==> src/rtl/cpu_sc.sv <==
// Single-cycle LEGv8 core: PC, decode, ALU, sign-extend, branch, write-back.
// Ports: CLOCK/RESET; INSTRUCTION, REG_DATA1/2, data_memory_out in;
//   READ_REG_1/2, WRITE_REG, ALU_Result_Out, WRITE_REG_DATA, PC and the
//   control lines REG2LOC/REGWRITE/MEMREAD/MEMWRITE/BRANCH out.
// Optional: define CPU_SC_CBNZ_EN to decode CBNZ (10110101).
module cpu_sc #(
  parameter logic [63:0] PC_RESET = 64'h0
) (
  input  logic        CLOCK,
  input  logic        RESET,
  input  logic [31:0] INSTRUCTION,
  input  logic [63:0] REG_DATA1,
  input  logic [63:0] REG_DATA2,
  input  logic [63:0] data_memory_out,
  output logic [4:0]  READ_REG_1,
  output logic [4:0]  READ_REG_2,
  output logic [4:0]  WRITE_REG,
  output logic [63:0] ALU_Result_Out,
  output logic [63:0] WRITE_REG_DATA,
  output logic [63:0] PC,
  output logic        REG2LOC,
  output logic        REGWRITE,
  output logic        MEMREAD,
  output logic        MEMWRITE,
  output logic        BRANCH
);

  logic [10:0] op11;
  logic        is_add, is_sub, is_and, is_orr;
  logic        is_ldur, is_stur, is_cbz, is_cbnz, is_b;
  logic [63:0] imm_d, off_cb, off_b;

  assign op11    = INSTRUCTION[31:21];
  assign is_add  = (op11 == 11'b10001011000);
  assign is_sub  = (op11 == 11'b11001011000);
  assign is_and  = (op11 == 11'b10001010000);
  assign is_orr  = (op11 == 11'b10101010000);
  assign is_ldur = (op11 == 11'b11111000010);
  assign is_stur = (op11 == 11'b11111000000);
  assign is_cbz  = (INSTRUCTION[31:24] == 8'b10110100);
  assign is_b    = (INSTRUCTION[31:26] == 6'b000101);
`ifdef CPU_SC_CBNZ_EN
  assign is_cbnz = (INSTRUCTION[31:24] == 8'b10110101);
`else
  assign is_cbnz = 1'b0;
`endif

  assign imm_d  = {{55{INSTRUCTION[20]}}, INSTRUCTION[20:12]};
  assign off_cb = {{45{INSTRUCTION[23]}}, INSTRUCTION[23:5]};
  assign off_b  = {{38{INSTRUCTION[25]}}, INSTRUCTION[25:0]};

  logic        reg2loc_c, regwrite_c, memread_c, memwrite_c;
  logic        branch_c, memtoreg_c, uncond_c, cbz_c, cbnz_c;
  logic [63:0] alu_c, off_c;

  always_comb begin
    reg2loc_c  = 1'b0;
    regwrite_c = 1'b0;
    memread_c  = 1'b0;
    memwrite_c = 1'b0;
    branch_c   = 1'b0;
    memtoreg_c = 1'b0;
    uncond_c   = 1'b0;
    cbz_c      = 1'b0;
    cbnz_c     = 1'b0;
    alu_c      = 64'h0;
    off_c      = 64'h0;
    unique case (1'b1)
      is_add: begin
        alu_c      = REG_DATA1 + REG_DATA2;
        regwrite_c = 1'b1;
      end
      is_sub: begin
        alu_c      = REG_DATA1 - REG_DATA2;
        regwrite_c = 1'b1;
      end
      is_and: begin
        alu_c      = REG_DATA1 & REG_DATA2;
        regwrite_c = 1'b1;
      end
      is_orr: begin
        alu_c      = REG_DATA1 | REG_DATA2;
        regwrite_c = 1'b1;
      end
      is_ldur: begin
        alu_c      = REG_DATA1 + imm_d;
        memread_c  = 1'b1;
        memtoreg_c = 1'b1;
        regwrite_c = 1'b1;
      end
      is_stur: begin
        alu_c      = REG_DATA1 + imm_d;
        reg2loc_c  = 1'b1;
        memwrite_c = 1'b1;
      end
      is_cbz: begin
        alu_c     = REG_DATA2;
        reg2loc_c = 1'b1;
        branch_c  = 1'b1;
        cbz_c     = 1'b1;
        off_c     = off_cb;
      end
      is_cbnz: begin
        alu_c     = REG_DATA2;
        reg2loc_c = 1'b1;
        branch_c  = 1'b1;
        cbnz_c    = 1'b1;
        off_c     = off_cb;
      end
      is_b: begin
        branch_c = 1'b1;
        uncond_c = 1'b1;
        off_c    = off_b;
      end
      default: ;
    endcase
  end

  logic        zero, taken;
  logic [63:0] pc_q, pc_d;

  assign zero  = (alu_c == 64'h0);
  assign taken = uncond_c | (cbz_c & zero) | (cbnz_c & ~zero);
  assign pc_d  = taken ? pc_q + (off_c << 2) : pc_q + 64'd4;

  always_ff @(posedge CLOCK) begin
    if (RESET) pc_q <= PC_RESET;
    else       pc_q <= pc_d;
  end

  assign PC             = pc_q;
  assign READ_REG_1     = INSTRUCTION[9:5];
  assign READ_REG_2     = reg2loc_c ? INSTRUCTION[4:0]
                                    : INSTRUCTION[20:16];
  assign WRITE_REG      = INSTRUCTION[4:0];
  assign ALU_Result_Out = alu_c;
  assign WRITE_REG_DATA = memtoreg_c ? data_memory_out : alu_c;
  assign REG2LOC        = reg2loc_c;
  assign BRANCH         = branch_c;
  // No architectural writes while held in reset.
  assign REGWRITE       = regwrite_c & ~RESET;
  assign MEMREAD        = memread_c & ~RESET;
  assign MEMWRITE       = memwrite_c & ~RESET;

endmodule

==> config.mk <==
export PLATFORM = sky130hd
export DESIGN_NAME = cpu_sc
export DESIGN_NICKNAME = d
export VERILOG_FILES = /design/src/rtl/cpu_sc.sv
export SDC_FILE = /design/constraint.sdc
export NUM_CORES = 1
export LEC_CHECK = 0
export CAP_MARGIN = 15
export CORE_AREA = 2 2 172 174
export DETAILED_ROUTE_END_ITERATION = 10
export DIE_AREA = 0 0 174 176
export DONT_BUFFER_PORTS = 1
export PLACE_DENSITY = 0.68
export SETUP_SLACK_MARGIN = 0.02
export SLEW_MARGIN = 25
export SYNTH_ARGS = -nofsm -noshare
export SYNTH_HDL_FRONTEND = slang
export SYNTH_SLANG_ARGS = --single-unit
==> constraint.sdc <==
create_clock -name CLOCK -period 40.9 [get_ports CLOCK]
set_input_delay 10.225 -clock CLOCK [delete_from_list [all_inputs] [get_ports CLOCK]]
set_output_delay 10.225 -clock CLOCK [all_outputs]
set_load 0.01 [all_outputs]
After elaboration in Yosys (flattened, before gate mapping). Index checks and enable logic that the tools add are counted.

Add/subtract/negate cells: 5. Muxes and demuxes: 12. Bitwise gates (word level): 8. Equal/unequal tests: 8. Reduce and logical (&&, ||, !) cells: 5.

Operator list (number): case mux 64 bit (6 select lines) (1); adder 64 bit (3); 2-to-1 mux 64 bit (2); case mux 62 bit (2 select lines) (1); == test 11 bit, second input constant (6); adder 64 x 3 -> 64 bit, second input constant (1); AND 64 bit (1); logical NOT 64 bit (1); bitwise OR 64 bit (1); subtractor 64 bit (1); == test 8 bit, second input constant (1); 2-to-1 mux 1 bit (7); == test 6 x 3 -> 1 bit, second input constant (1); OR reduction 2 bit (3); 2-to-1 mux 5 bit (1); OR reduction 5 bit (1); AND 1 bit (4); inverter 1 bit (1); bitwise OR 1 bit (1).

Input port bits: 226. Register bits after elaboration: 64. Logic and storage cells: 39.

Longest topological paths before layout. Gate-level depths: netlist (run 1).

Depth after elaboration: 7. Gate-level depth with buffers: 44.

Worst setup path after synthesis (run 1). Ideal clock, no wire load.

Kind: input to output. Start point: input REG_DATA2[9]. End point: output WRITE_REG_DATA[46]. Path buffers: 3. Data required time: 30.675 ns. Arrival: 16.390 ns. Cell stages on the path: 23. Slack: 14.285 ns. Cell sequence: buf_2 > or3_1 > or3_4 > nor4b_4 > nand2_1 > clkbuf_1 > or3_1 > or3_1 > or4_1 > or3_1 > or2_2 > a21oi_1 > a311oi_1 > ha_1 > clkbuf_1 > nand4_1 > or3_1 > or4_1 > o21ai_1 > nand4_1 > and3_1 > o31ai_1 > mux2_2.

Longest elaborated chain between the ends: 3.

RTL lines: start: declaration (line 13) `input logic [63:0] REG_DATA2,`; subtractor 64 bit / adder 64 bit (equally long branches) (line 74, 70); case mux 64 bit (6 select lines) * (line 68) `unique case (1'b1)`; via ALU_Result_Out[46] (line 18) `output logic [63:0] ALU_Result_Out,`; 2-to-1 mux 64 bit * (line 137) `assign WRITE_REG_DATA = memtoreg_c ? data_memory_out : alu_c;`; end: declaration (line 19) `output logic [63:0] WRITE_REG_DATA,`.

The timed path passes the listed nets; every way through them passes the cells marked *.

Final worst setup path (run 1).
Start point: input REG_DATA2[4]. End point: output WRITE_REG_DATA[46].

Same word-level chain as after synthesis.

==> results of run 1 <==
## stage by stage
| step | hold WS [ns] | util | setup WS (ns) |
|---|---|---|---|
| floorplan | 0.629 | - | 14.28 |
| global placement | 0.684 | 0.531 | 13.60 |
| detailed placement | 0.696 | 0.531 | 13.52 |
| CTS | 0.713 | 0.541 | 13.51 |
| global route | 0.731 | 0.542 | 12.89 |
| finish | 0.709 | 0.542 | 13.31 |
## layer usage
| metal | part of all wire | up-vias | track usage |
|---|---|---|---|
| met4 | 0.060 | 2 | 0.232 |
| li1 | - | 8116 | - |
| met3 | 0.11 | 238 | 0.104 |
| met1 | 0.38 | 8452 | 0.508 |
| met2 | 0.44 | 1234 | 0.667 |
| met5 | 0.00025 | - | 0 |
## cell type report
cell class,instances,area share
Multi-Input combinational cell,1941,0.846
Sequential cell,62,0.0803
Tap cell,384,0.0311
Clock buffer,14,0.0164
Inverter,58,0.0141
Timing Repair Buffer,20,0.00971
Clock inverter,1,0.00194
## worst max-delay path, cell delays in order
cell and delay [ns]:
or3_4 0.39, or4_1 0.71, or3_1 0.42, or3_1 0.36, or3_1 0.37, nor4b_1 0.48, nand2_1 0.18, or3_1 0.41
nor3_1 0.20, o311ai_0 0.20, ha_1 0.48, nand4_1 0.14, or3_1 0.39, or4_1 0.54, o21ai_1 0.19, nand4_1 0.35
and3_1 0.33, o31ai_1 0.66, mux2_2 0.33
## cell usage after synthesis (22+ instances only)
library cell / n
o21bai_1: 24
nand4_1: 51
a22o_1: 29
nand3_1: 44
o21ai_0: 134
xor2_1: 43
nor3_1: 63
and3_1: 31
o21a_1: 31
a21o_1: 58
ha_1: 141
inv_1: 58
dfxtp_1: 62
mux2_2: 42
a22oi_1: 37
nor2_1: 253
a21oi_1: 237
nor4_1: 28
xnor2_1: 45
or3_1: 46
nand2_1: 170
and2_1: 22
clkbuf_1: 104
maj3_1: 47
## power groups by stage
stage / sequential (uW) / combinational, uW / clock [uW]
final: 62.0 / 99.7 / 76.0
after global routing: 62.0 / 107 / 77.9
after CTS: 62.0 / 95.7 / 76.4
after detailed placement: 63.3 / 95.0 / 0
after global placement: 63.3 / 95.1 / 0
after floorplan: 63.0 / 75.1 / 0
## placed cells by master (no fill, tap or decap), drive strengths merged, types with 50 or more instances in the layout
| master | instances |
|---|---|
| or3 | 50 |
| a21o | 58 |
| inv | 58 |
| ha | 141 |
| nor2 | 253 |
| o21ai | 146 |
| nand2 | 170 |
| a21oi | 240 |
| dfxtp | 62 |
| nor3 | 65 |
| nand4 | 51 |
## cell families after synthesis
family | share of synthesized area
AO/OA/AOI/OAI | 0.344
XOR/XNOR | 0.0511
adder cells (fa/ha/maj) | 0.151
buffers and inverters | 0.0557
flip-flops | 0.0823
multiplexers | 0.0367
other | 0.000249
AND/OR/NAND/NOR | 0.279
## worst paths after layout
kind,start,slack (ns),end
worst min register to register,PC[2],0.71,PC[2]
worst min-delay path,PC[2],0.71,PC[2]
worst max-delay path,REG_DATA2[4],13.31,WRITE_REG_DATA[46]
worst max register to register,PC[2],36.01,PC[62]
==> summary.txt, run 1 <==
Routing
  – Final antenna-violating net count: 0
  – Total via count after detailed routing: between 15000 and 20000
  – Number of DRC markers after the initial detailed-route iteration: around 2300
  – DRC viols: 0
  – Detailed-route wire length per cell: between 20 and 30 um
  – Total routed wirelength: 67900 um
  – First drt pass iteration count: 8
  – Routed via count divided by cell count: ~7.3

Synthesis
  – Number of different library cells in the post-synthesis netlist: 95
  – Ys flop type: dfxtp_1
  – Part of the Yosys area used for sequential elements: 0.0823
  – Avg Synthesized Cell Area: ~6.8 um2
  – Synth Instances: ~2200
  – Number of enable flip-flop cells after synthesis: 0
  – Dominant cell type by area after synthesis: ha_1
  – Fraction of post-synthesis cell area in the top cell type by area: 0.117
  – Synthesized flop and latch total: 62
  – Leading post-synthesis cells by cell area: ha_1 (12%), dfxtp_1 (8.2%), a21oi_1 (7.9%)
  – Number of warnings reported in the yosys synthesis log: 0
  – Ys async rst share: 0
  – Netlist area before placement: 0.0151 mm2

Pwr
  – Internal power contribution: 146 uW
  – Total net switching power: ~92 uW
  – Power density over the cells: roughly 15 mW/mm2
  – Clock share of power: 0.320
  – Part of the total power dissipated in combinational logic: 0.419
  – Largest vdd supply drop: just under 0.02 mV
  – Standby leakage power: 0.00646 uW
  – Seq pwr share: 0.261
  – PnR Total Power: between 200 and 250 uW
  – Sw frac: 0.385

Die
  – Die Area: 0.0306 mm2
  – Number of standard-cell rows in the floorplan: between 60 and 70
  – Horizontal die dimension: between 150 and 200 um
  – Num ports: ~440
  – Core box area: between 0.02 and 0.03 mm2
  – Effective utilization at floorplan: 0.528
  – Height of the die: around 180 um

Setup path
  – Maximum fanout encountered on the critical timing path: 5
  – CP arrival: approximately 17 ns
  – Nature of the critical path endpoint: output pin
  – Worst path required time: between 30 and 40 ns
  – Number of cells traversed by the worst register-to-register path: 15
  – Type of the setup path with the least slack: primary input to output pin
  – Worst setup SP type: primary input

Clock tree
  – Number of buffers on the longest clock path: 2
  – Number of buffers created by CTS: 9
  – Number of buffers inserted for hold repair after clock tree synthesis: 0
  – Resized cells post-CTS: 0
  – TritonCTS clock tree: done
  – Clock-pin slew reported for the worst setup and hold paths after clock tree synthesis: around 0.060 ns
  – H-Tree Level Count: 3
  – Clock Tree Root: clkbuf_16
  – Clock sink count: 62
  – Insertion delay to the later sink of the worst-skew pair: 0.34 ns
  – Post CTS Setup Buffer Count: 0

STA
  – Final setup violation count: 0
  – Maximum frequency from static timing analysis: around 0.036 GHz
  – Slew Limit Fails: 0
  – Unrepaired setup endpoints after global routing: false
  – Worst-margin pin slew: about 1.2 ns
  – Clock skew after layout: approximately 0.009 ns
  – Share of the cycle needed by the critical path after routing: 0.675
  – Worst-case headroom to the max-slew limit: 0.225
  – Shortest clock period the worst path allows after layout: around 28 ns
  – Final setup TNS: 0 ns
  – Final-report hold violation count: 0

Placement
  – Number of input and output port buffers inserted: 0
  – Weighted congestion reported at the end of routability-driven placement: 1.03
  – Detail Placement HPWL: around 53000 um
  – Placed insts: 2465
  – Placed Instance Area: 0.0151 mm2

Global routing
  – Global route total overflow: 0
  – Largest net degree at the start of global routing: 96
  – Number of global-route vias before repair: 16100
  – Global-route wire length before repair: slightly below 100000 um
  – Total track usage: 0.415
  – Antenna violations before repair: 2

Cells and area
  – Number of standard cells in the layout, taps in and fillers out: 2480
  – Ant. Diodes: 0
  – Post-layout instance area: 0.0155 mm2
  – Register area: ~0.0012 mm2
  – Number of filler cells placed in the layout: around 2900
  – Area growth from synthesis to layout: 2.51%
  – Max reg flops: between 60 and 70
  – Post-layout nets: 2461
  – Fraction of layout instances using a drive strength above 1: 0.0644
  – Multi-input gate area in the final layout: about 0.013 mm2

Hold path
  – Type of the most critical hold path: flip-flop to flip-flop
  – Cell count of the worst hold path: 2

Job
  – Count of max-cap constraint violations: 0

Outcome
  – Status: finished clean
No activity file was read; power rests on OpenSTA's default activity.
==> run 2: changes to the inputs <==
--- a/config.mk
+++ b/config.mk
@@ -10,7 +10,7 @@
 export DETAILED_ROUTE_END_ITERATION = 10
 export DIE_AREA = 0 0 174 176
 export DONT_BUFFER_PORTS = 1
-export PLACE_DENSITY = 0.68
+export PLACE_DENSITY = 0.7
 export SETUP_SLACK_MARGIN = 0.02
 export SLEW_MARGIN = 25
 export SYNTH_ARGS = -nofsm -noshare
==> constraint.sdc (replaced) <==
create_clock -name CLOCK -period 23.8 [get_ports CLOCK]
set_input_delay 5.95 -clock CLOCK [delete_from_list [all_inputs] [get_ports CLOCK]]
set_output_delay 5.95 -clock CLOCK [all_outputs]
set_load 0.01 [all_outputs]
==> run 2 against run 1 <==
  * Cell count increased by 0.20%
  * Wire length increased by 0.45%
  * Clock skew increased by 0.0015 ns
  * Final area increased by 0.26%
  * Non-clock buffer count increased by 2
  * Utilization increased by 0.14 points
  * Via count increased by 0.14%
  * Sequential share of layout area about the same
  * Critical path type unchanged
  * Largest cell class unchanged
==> summary.txt, run 2 (synthesis results as in run 1) <==
Clock tree
  – Clock sink count: 62 (unchanged)
  – TritonCTS clock tree: done (unchanged)
  – Number of buffers created by CTS: 9 (unchanged)
  – Clock-pin slew reported for the worst setup and hold paths after clock tree synthesis: 0.06 ns (about the same)
  – Number of buffers inserted for hold repair after clock tree synthesis: 0 (unchanged)
  – Insertion delay to the later sink of the worst-skew pair: 0.34 ns (about the same)
  – H-Tree Level Count: 3 (unchanged)
  – Clock Tree Root: clkbuf_16 (unchanged)
  – Resized cells post-CTS: 0 (unchanged)
  – Post CTS Setup Buffer Count: 0 (unchanged)
  – Number of buffers on the longest clock path: 2 (unchanged)

Outcome
  – Status: finished clean (unchanged)

Setup path
  – Type of the setup path with the least slack: primary input to output pin (unchanged)
  – Worst R2R Start: PC[2] (unchanged)
  – Worst path required time: 17.85 ns (was 30.67 ns)
  – Maximum fanout encountered on the critical timing path: 5 (unchanged)
  – Worst setup SP type: primary input (unchanged)
  – CP arrival: 13.20 ns (was 17.36 ns)
  – Beginning of the critical path: REG_DATA2[4] (unchanged)
  – Nature of the critical path endpoint: output pin (unchanged)

Pwr
  – Power density over the cells: 27.0 mW/mm2 (was 15.4 mW/mm2)
  – Standby leakage power: 0.00647 uW (was 0.00646 uW)
  – Largest vdd supply drop: 0.0304 mV (was 0.0197 mV)

Hold path
  – Source of the worst hold timing path: PC[2] (unchanged)
  – Type of the most critical hold path: flip-flop to flip-flop (unchanged)

Routing
  – Total routed wirelength: 68200 um (was 67900 um)
  – DRC viols: 0 (unchanged)
  – Detailed-route wire length per cell: 27.5 um (was 27.4 um)
  – First drt pass iteration count: 6 (was 8)
  – Total via count after detailed routing: 18100 (was 18000)
  – Final antenna-violating net count: 0 (unchanged)
  – Routed via count divided by cell count: 7.27 (was 7.28)
  – Number of DRC markers after the initial detailed-route iteration: 2213 (was 2328)

STA
  – Share of the cycle needed by the critical path after routing: 0.805
  – Unrepaired setup endpoints after global routing: false (unchanged)
  – Final setup violation count: 0 (unchanged)
  – Final-report hold violation count: 0 (unchanged)
  – Hold Slack: 0.711 ns (was 0.709 ns)
  – Final setup TNS: 0 ns (unchanged)
  – Slew Limit Fails: 0 (unchanged)
  – Worst-case headroom to the max-slew limit: 0.228 (was 0.225)
  – Worst-margin pin slew: 1.15 ns (about the same)
  – Maximum frequency from static timing analysis: approximately 0.052 GHz
  – Clock skew after layout: 0.0106 ns (was 0.00902 ns)
  – Shortest clock period the worst path allows after layout: approximately 19 ns

Die
  – Effective utilization at floorplan: 0.528 (unchanged)
  – Core box area: 0.0285 mm2 (unchanged)
  – Num ports: 438 (unchanged)
  – Horizontal die dimension: 174 um (unchanged)
  – Die Area: 0.0306 mm2 (unchanged)
  – Number of standard-cell rows in the floorplan: 62 (unchanged)
  – Height of the die: 176 um (unchanged)

Cells and area
  – Post-layout nets: 2463 (was 2461)
  – Multi-input gate area in the final layout: 0.0131 mm2 (about the same)
  – Max reg flops: 62 (unchanged)
  – Most common cell after layout, fill and taps aside: nor2_1 (unchanged)
  – Number of filler cells placed in the layout: 2900 (was 2852)
  – Area growth from synthesis to layout: 2.77% (was 2.51%)
  – Register area: 0.00124 mm2 (unchanged)
  – Fraction of layout instances using a drive strength above 1: 0.0672 (was 0.0644)
  – Leading cell types in the layout, fill and taps excluded: nor2_1 (250), a21oi_1 (236), nand2_1 (168) (unchanged)

Global routing
  – Number of global-route vias before repair: 16600 (was 16100)
  – Global route total overflow: 0 (unchanged)
  – Total track usage: 0.417 (was 0.415)
  – Antenna violations before repair: 2 (unchanged)
  – Global-route wire length before repair: 99600 um (was 99400 um)
  – Largest net degree at the start of global routing: 96 (unchanged)

Placement
  – Detail Placement HPWL: 53800 um (was 53000 um)
  – Weighted congestion reported at the end of routability-driven placement: 1.05 (was 1.03)
  – Number of input and output port buffers inserted: 0 (unchanged)

Job
  – Count of max-cap constraint violations: 0 (unchanged)
[run 2: changes by cell type in the layout (fill, tap and decap cells not counted), sizes merged]
cell and change:
clkbuf -4, clkinv +3, buf +2, diode +2
bufinv +1, clkinvlp +1
[run 2: layer usage]
metal,up-vias,wire (um),GRT usage
met2,1281,29800,0.669
met5,-,0,0
li1,8136,-,-
met3,289,7790,0.0991
met1,8362,26100,0.511
met4,0,4600,0.246
[run 2: final cells by class]
class | instances | area share
Antenna cell | 2 | 0.000323
Clock buffer | 10 | 0.0148
Clock inverter | 6 | 0.00557
Inverter | 58 | 0.0140
Multi-Input combinational cell | 1941 | 0.844
Sequential cell | 62 | 0.0801
Tap cell | 384 | 0.0310
Timing Repair Buffer | 22 | 0.0107
[run 2: through the flow]
step | instance area, um2 | instances | setup WS (ns) | power [uW] | utilization
after floorplan | 15100 | 2205 | 5.73 | 237 | -
after global placement | 15200 | 2467 | 4.93 | 271 | 0.531
after detailed placement | 15200 | 2467 | 4.83 | 272 | 0.531
after CTS | 15500 | 2483 | 4.79 | 413 | 0.543
after global routing | 15500 | 2484 | 4.23 | 438 | 0.543
final | 15500 | 2485 | 4.65 | 419 | 0.543
[run 2: worst paths after layout]
kind | cells after the start | to | slack, ns
max | 20 | WRITE_REG_DATA[62] | 4.65
min | 2 | PC[2] | 0.71
max reg2reg | 15 | PC[62] | 19.06
min reg2reg | 2 | PC[2] | 0.71
[run 2: worst max-delay path: stages]
cell	delay [ns]
or3_4	0.39
or4_1	0.68
or3_1	0.41
or3_1	0.37
or3_1	0.37
nor4b_1	0.53
nand2_1	0.18
or3_1	0.43
nor3_1	0.19
o311ai_0	0.19
ha_1	0.47
nand4_1	0.15
or3_1	0.39
or4_1	0.53
o21ai_1	0.20
nand4_1	0.40
a2111oi_0	0.58
o31ai_1	0.10
o21ai_0	0.34
mux2_2	0.33
[run 2: report_power, final]
| part | switching (uW) | internal (uW) | leakage (uW) |
|---|---|---|---|
| logic | 109 | 62.8 | 0.00582 |
| registers | 1.57 | 105 | 0.000500 |
| clock network | 49.2 | 91.4 | 0.000152 |
| total | 159 | 259 | 0.00647 |
